<file path="src/rtl/demux_pkg.sv">
// Shared widths and channel state encoding for the 1-to-8 word distributor.
package demux_pkg;

  localparam int unsigned DATA_W = 16;
  localparam int unsigned N_CH   = 8;
  localparam int unsigned SEL_W  = 3;
  localparam int unsigned CNT_W  = 8;

  typedef enum logic {
    CH_EMPTY = 1'b0,
    CH_FULL  = 1'b1
  } chan_state_e;

endpackage

</file>
<file path="src/rtl/demux_chan_reg.sv">
// One-entry holding register: a write fills or refills the slot, and an ack with no write empties it.
module demux_chan_reg
  import demux_pkg::*;
(
  input  logic              clk,
  input  logic              rst_n,
  input  logic              wr_en,
  input  logic [DATA_W-1:0] wr_data,
  input  logic              ack,
  output logic [DATA_W-1:0] data_q,
  output logic              valid_q
);

  chan_state_e       state_q;
  chan_state_e       state_d;
  logic [DATA_W-1:0] data_d;

  // State and data registers
  always_ff @(posedge clk or negedge rst_n) begin
    if (!rst_n) begin
      state_q <= CH_EMPTY;
      data_q  <= '0;
    end else begin
      state_q <= state_d;
      data_q  <= data_d;
    end
  end

  // Write wins over ack, so a same-cycle ack and write leaves the slot full
  always_comb begin
    state_d = state_q;
    if (wr_en) begin
      state_d = CH_FULL;
    end else if (ack && (state_q == CH_FULL)) begin
      state_d = CH_EMPTY;
    end
  end

  // Data is only replaced on a write and is never cleared by an ack
  always_comb begin
    data_d = data_q;
    if (wr_en) begin
      data_d = wr_data;
    end
  end

  assign valid_q = (state_q == CH_FULL);

endmodule

</file>
<file path="src/rtl/demux_behave_1x8_dist.sv">
// Registered 1-to-8 distributor: steers accepted words into eight holding slots,
// selected either manually or by a round-robin pointer that never skips a stalled slot.
module demux_behave_1x8_dist
  import demux_pkg::*;
(
  input  logic              clk,
  input  logic              rst_n,
  input  logic [DATA_W-1:0] in_data,
  input  logic              in_valid,
  output logic              in_ready,
  input  logic              in_selec1,
  input  logic              in_selec2,
  input  logic              in_selec3,
  input  logic              in_auto,
  output logic [DATA_W-1:0] out_y_1,
  output logic [DATA_W-1:0] out_y_2,
  output logic [DATA_W-1:0] out_y_3,
  output logic [DATA_W-1:0] out_y_4,
  output logic [DATA_W-1:0] out_y_5,
  output logic [DATA_W-1:0] out_y_6,
  output logic [DATA_W-1:0] out_y_7,
  output logic [DATA_W-1:0] out_y_8,
  output logic [N_CH-1:0]   out_valid,
  input  logic [N_CH-1:0]   in_ack,
  output logic [SEL_W-1:0]  out_ptr,
  output logic [CNT_W-1:0]  out_accept_cnt
);

  logic [SEL_W-1:0]  sel_c;
  logic [SEL_W-1:0]  tgt_c;
  logic              accept_c;
  logic [N_CH-1:0]   wr_en_c;
  logic [N_CH-1:0]   valid_q;
  logic [DATA_W-1:0] y_q [N_CH];
  logic [SEL_W-1:0]  ptr_q;
  logic [CNT_W-1:0]  cnt_q;

  assign sel_c    = {in_selec3, in_selec2, in_selec1};
  assign tgt_c    = in_auto ? ptr_q : sel_c;
  // Ready depends only on the target slot, so an ack in the same cycle frees it for refill
  assign in_ready = ~valid_q[tgt_c] | in_ack[tgt_c];
  assign accept_c = in_valid & in_ready;

  always_comb begin
    wr_en_c        = '0;
    wr_en_c[tgt_c] = accept_c;
  end

  for (genvar k = 0; k < N_CH; k++) begin : g_chan
    demux_chan_reg u_chan (
      .clk     (clk),
      .rst_n   (rst_n),
      .wr_en   (wr_en_c[k]),
      .wr_data (in_data),
      .ack     (in_ack[k]),
      .data_q  (y_q[k]),
      .valid_q (valid_q[k])
    );
  end

  // Pointer moves only on an auto-mode accept; counter counts every accept
  always_ff @(posedge clk or negedge rst_n) begin
    if (!rst_n) begin
      ptr_q <= '0;
      cnt_q <= '0;
    end else if (accept_c) begin
      cnt_q <= cnt_q + CNT_W'(1);
      if (in_auto) begin
        ptr_q <= ptr_q + SEL_W'(1);
      end
    end
  end

  assign out_valid      = valid_q;
  assign out_ptr        = ptr_q;
  assign out_accept_cnt = cnt_q;
  assign out_y_1        = y_q[0];
  assign out_y_2        = y_q[1];
  assign out_y_3        = y_q[2];
  assign out_y_4        = y_q[3];
  assign out_y_5        = y_q[4];
  assign out_y_6        = y_q[5];
  assign out_y_7        = y_q[6];
  assign out_y_8        = y_q[7];

endmodule

</file>
<file path="config.mk">
export PLATFORM = sky130hd
export DESIGN_NAME = demux_behave_1x8_dist
export DESIGN_NICKNAME = d
export VERILOG_FILES = /design/src/rtl/demux_pkg.sv /design/src/rtl/demux_chan_reg.sv /design/src/rtl/demux_behave_1x8_dist.sv
export SDC_FILE = /design/constraint.sdc
export NUM_CORES = 1
export LEC_CHECK = 0
export CAP_MARGIN = 20
export CORE_ASPECT_RATIO = 1.4
export CORE_MARGIN = 2
export CORE_UTILIZATION = 35
export CTS_CLUSTER_SIZE = 12
export DETAILED_ROUTE_END_ITERATION = 8
export PLACE_DENSITY_LB_ADDON = 0.2
export SLEW_MARGIN = 5
export SYNTH_ARGS = -nofsm -noshare
export SYNTH_HDL_FRONTEND = slang
export SYNTH_SLANG_ARGS = --single-unit
</file>
<file path="constraint.sdc">
create_clock -name clk -period 10.4 [get_ports clk]
set_input_delay 3.12 -clock clk [delete_from_list [all_inputs] [get_ports clk]]
set_output_delay 3.12 -clock clk [all_outputs]
set_load 0.05 [all_outputs]
</file>
# Yosys cells after proc, flatten, opt, wreduce, memory -nomap -nowiden
# Index checks and enable logic that the tools add are counted.
classes:
  add_sub_neg: 2
  n_mul: 0
  div_mod_pow: 0
  magnitude_cmp: 2
  n_eq_ne: 0
  n_shift: 0
  n_mux: 23
  n_bitwise: 4
  reduce_logical: 18
ops:
  columns: ["op", "n"]
  rows:
  - ["$mux 1", 19]
  - ["$reduce_bool 2->1", 8]
  - ["$logic_and 1x1->1", 9]
  - ["$add 8x1->8 const B", 1]
  - ["$and 8x8->8", 1]
  - ["$bmux 1 s3", 2]
  - ["$lt 3x4->1 const B", 1]
  - ["$add 3x1->3 const B", 1]
  - ["$demux 1 s3", 1]
  - ["$ge 3x1->1 const B", 1]
  - ["$mux 3", 1]
  - ["$reduce_and 2->1", 1]
  - ["$and 1x1->1", 1]
  - ["$not 1->1", 1]
  - ["$or 1x1->1", 1]
word_totals:
  reg_bits: 147
  latchBits: 0
  ram_bits: 0
  mem_bits_ro: 0
  in_bits: 31
  output_inout_bits: 148
  word_cells: 67
  memories: 0

# Depth between registers and ports, before layout
logic_depth:
  word_depth: 8
  ltp_mapped: 8

# Modules after synthesis
# From an unflattened synthesis, not the netlist that was laid out.
hier_totals:
  hier_cells: 373
  hier_area_um2: 6248.5
modules_own_cells:
  columns: ["module", "instances", "cells_per_inst", "area_per_inst_um2", "seq_area_each_um2"]
  rows:
  - ["demux_chan_reg", 8, 37, 683.2, 425.4]
  - ["demux_behave_1x8_dist", 1, 77, 783.3, 275.3]

# Worst setup path after synthesis
# Ideal clock, no wire load.
synth_timing:
  path_type: "input-to-output"
  from: "input port in_auto"
  to: "output port in_ready"
  arrival_ns: 5.588
  required_time_ns: 7.280
  slack_ns: 1.692
  stages: 6
  cell_sequence: "buf_6 -> mux2i_4 -> mux4_2 -> and2_4 -> buf_6 -> o21ai_0"
synth_between:
  elab_chain_len: 5
synth_rtl:
  columns: ["item", "line_no", "source"]
  rows:
  - ["from (decl)", "demux_behave_1x8_dist.sv:14", "input logic in_auto,"]
  - ["$mux 3 *", "demux_behave_1x8_dist.sv:39", "assign tgt_c = in_auto ? ptr_q : sel_c;"]
  - ["$bmux 1 s3", "demux_behave_1x8_dist.sv:41", "assign in_ready = ~valid_q[tgt_c] | in_ack[tgt_c];"]
  - ["$mux 1 (implied by the code)", "demux_behave_1x8_dist.sv:41", null]
  - ["$not 1->1", "demux_behave_1x8_dist.sv:41", null]
  - ["$or 1x1->1 *", "demux_behave_1x8_dist.sv:41", null]
  - ["to (decl)", "demux_behave_1x8_dist.sv:10", "output logic in_ready,"]
# Mark *: on every way between the ends. The rest lies on a longest branch, timed or not. The select of a mux whose other input is x is not followed.

# Worst setup path in the final report
# Ends and elaborated chain as after synthesis.

==> summary.txt <==
crit start category: primary input
largest family of logic cells by synthesized area: multiplexers
Ant. Diodes: 0
die width: 117 um
WHS Path Cells: 1
post-CTS setup buffer count: 0
Total Routing Usage GR: 18.0%
Synth Cell Area: 6210 um2
leading cell type in the layout, fill and taps excluded: clkdlybuf4s50_1
maxcap violations: 0
clock buffer depth: 2
Synth Area in Adders: 0.403%
Rows: 57
initial antenna violation count: 0
Clk Latency, worst-skew pair: 430 ps
P&R area growth vs syn: 41.6%
Total Nets Final: 606
# IOs: 179
GRT overflow: 0
setup violators final: 0
CP Capture Type: output port
Main synth FF type: dfrtp_1
Clock transition at path regs: 60 ps
via count: 3926
Fillers: 1540
hold_sp: out_accept_cnt[7]$_DFFE_PN0P_
Iter 0 DRT Violations: 182
DR DRC count: 0
vias in the first global route: 4296
mux cell area share after synthesis: 28.0%
RSZ-0062 raised after global routing: no
status: finished, final reports clean
FF-to-FF Start: out_ptr[1]$_DFFE_PN0P_
Die Ht: 162 um
Final HPWL DP: 11300 um
WS Path Type: primary input to output port
Worst EP arrival: 6410 ps
Num CTS Buffers: 17
Fin Setup TNS: 0 ps
largest net degree at the start of global routing: 88
flops & latches, synth: 147
commonest cells after routing, fill and taps aside: 177 x clkdlybuf4s50_1, 147 x dfrtp_1, 95 x mux2_2
via density per instance: 4.78
Final Max Slew Viols: 0
Initial Util: 35.7%
Clock Skew: 10.6 ps
Pre-Repair DR Iteration Count: 4
Final Cycle Share: 91.6%
Root Driver: clkbuf_16
layout cells sized above 1: 32.4%
Synthesis Warnings: 0
FF/Latch Area: 3680 um2
Yosys cell types: 40
XOR/XNOR Fraction of Synth Area: 1.27%
Post-DRT Antenna Nets: 0
worst path required time: 7280 ps
die area: 18800 um2
worst setup path start: in_auto
Hold Path Class: register to register
port bufs: 178
relative slew slack: 45.4%
Reg2Reg Depth: 6
post-layout min period: 9530 ps
wire length per cell: 19.7 um
worst slew pin tran: 818 ps
simple-gate portion of the synthesized area: 3.16%
core area: 17400 um2
Max Fanout on Critical Path: 10
f_max: 105 MHz
complex-gate fraction of the synthesized area: 4.57%
CTS tree: yes
cts repair resizes: 0
Hold Buf Count CTS: 0
Clock Sinks: 147
first-pass GRT wire length: 25100 um
Final Hold Fails: 0
Seq/Total Area, Yosys: 59.2%
CTS H-tree depth: 4
FFs w/ async S/R, synth: 100%
syn nets: 420
area of the multi-input gates: 2320 um2
Final Wtd Congestion: 0.765
Avg Cell Area, Syn: 16.0 um2
total wire length: 16200 um
number of synthesized flops with an enable pin: 0
Mapped Cells: 387
[path summary, 6_finish.rpt]
kind,endpoint,slack [ps]
max,in_ready,870
min,out_accept_cnt[7]$_DFFE_PN0P_,460
max reg2reg,g_chan[4].u_chan.data_q[4]$_DFFE_PN0P_,7320
min reg2reg,out_accept_cnt[7]$_DFFE_PN0P_,460
max in group asynchronous,out_ptr[2]$_DFFE_PN0P_,6320
min in group asynchronous,g_chan[0].u_chan.data_q[7]$_DFFE_PN0P_,2730
[registers in the layout (all words and copies together), names as in the netlist]
register               count
out_accept_cnt             8
g_chan.u_chan.valid_q      8
out_ptr                    3
g_chan.u_chan.data_q     128
[stage by stage]
stage / hold slack [ps] / instances / setup slack [ps] / instance area, um2 / util (%)
3_5_place_dp: 461 / 790 / 857 / 8180 / 47.0
2_1_floorplan: 467 / 387 / 1690 / 6210 / -
4_1_cts: 469 / 822 / 834 / 8800 / 50.6
6_report: 462 / 822 / 874 / 8800 / 50.6
3_3_place_gp: 458 / 790 / 901 / 8180 / 47.0
5_1_grt: 502 / 822 / 765 / 8800 / 50.6
[layout make-up]
cell class | count | area share, %
Sequential cell | 147 | 41.8
Multi-Input combinational cell | 211 | 26.4
Timing Repair Buffer | 187 | 21.0
Clock buffer | 19 | 5.15
Tap cell | 236 | 3.36
Clock inverter | 13 | 1.86
Inverter | 9 | 0.384
[critical path, cell delays in order]
cell and delay, ps:
clkdlybuf4s50_1 830, mux2i_4 520, mux4_2 580, and2_4 220, o21ai_0 270, clkdlybuf4s50_1 860
[Yosys cell counts, types with 3 or more instances]
| cell | number | share of area (%) |
|---|---|---|
| buf_2 | 3 | 0.24 |
| inv_1 | 9 | 0.54 |
| dfrtp_1 | 147 | 59 |
| a21o_1 | 8 | 0.97 |
| buf_8 | 4 | 0.97 |
| mux2_4 | 36 | 8.7 |
| and3_1 | 4 | 0.40 |
| nor3_4 | 3 | 0.79 |
| xnor2_1 | 6 | 0.85 |
| nand2_1 | 6 | 0.36 |
| mux2_2 | 95 | 17 |
| mux2i_1 | 6 | 0.97 |
| o211ai_1 | 4 | 0.48 |
| buf_6 | 3 | 0.54 |
| buf_4 | 8 | 0.97 |
| o21ai_0 | 6 | 0.48 |
| xor2_1 | 3 | 0.42 |
| a211oi_4 | 5 | 1.6 |
[logic make-up after synthesis]
family          count (synthesis)
mux                           140
simple gates                   29
flops                         147
compound gates                 31
fa+ha+maj                       2
buf+inv                        29
xor+xnor                        9
[metal layers]
layer / track usage (%) / up-vias / part of all wire, %
li1: - / 1749 / -
met1: 21.6 / 2039 / 40
met2: 29.9 / 126 / 52
met3: 6.53 / 12 / 6.8
met4: 5.56 / 0 / 1.0
met5: 0 / - / 0
Power is left out: the tool's default activity adds up to more than one toggle a clock period on the data nets, which glitch-free logic cannot reach.
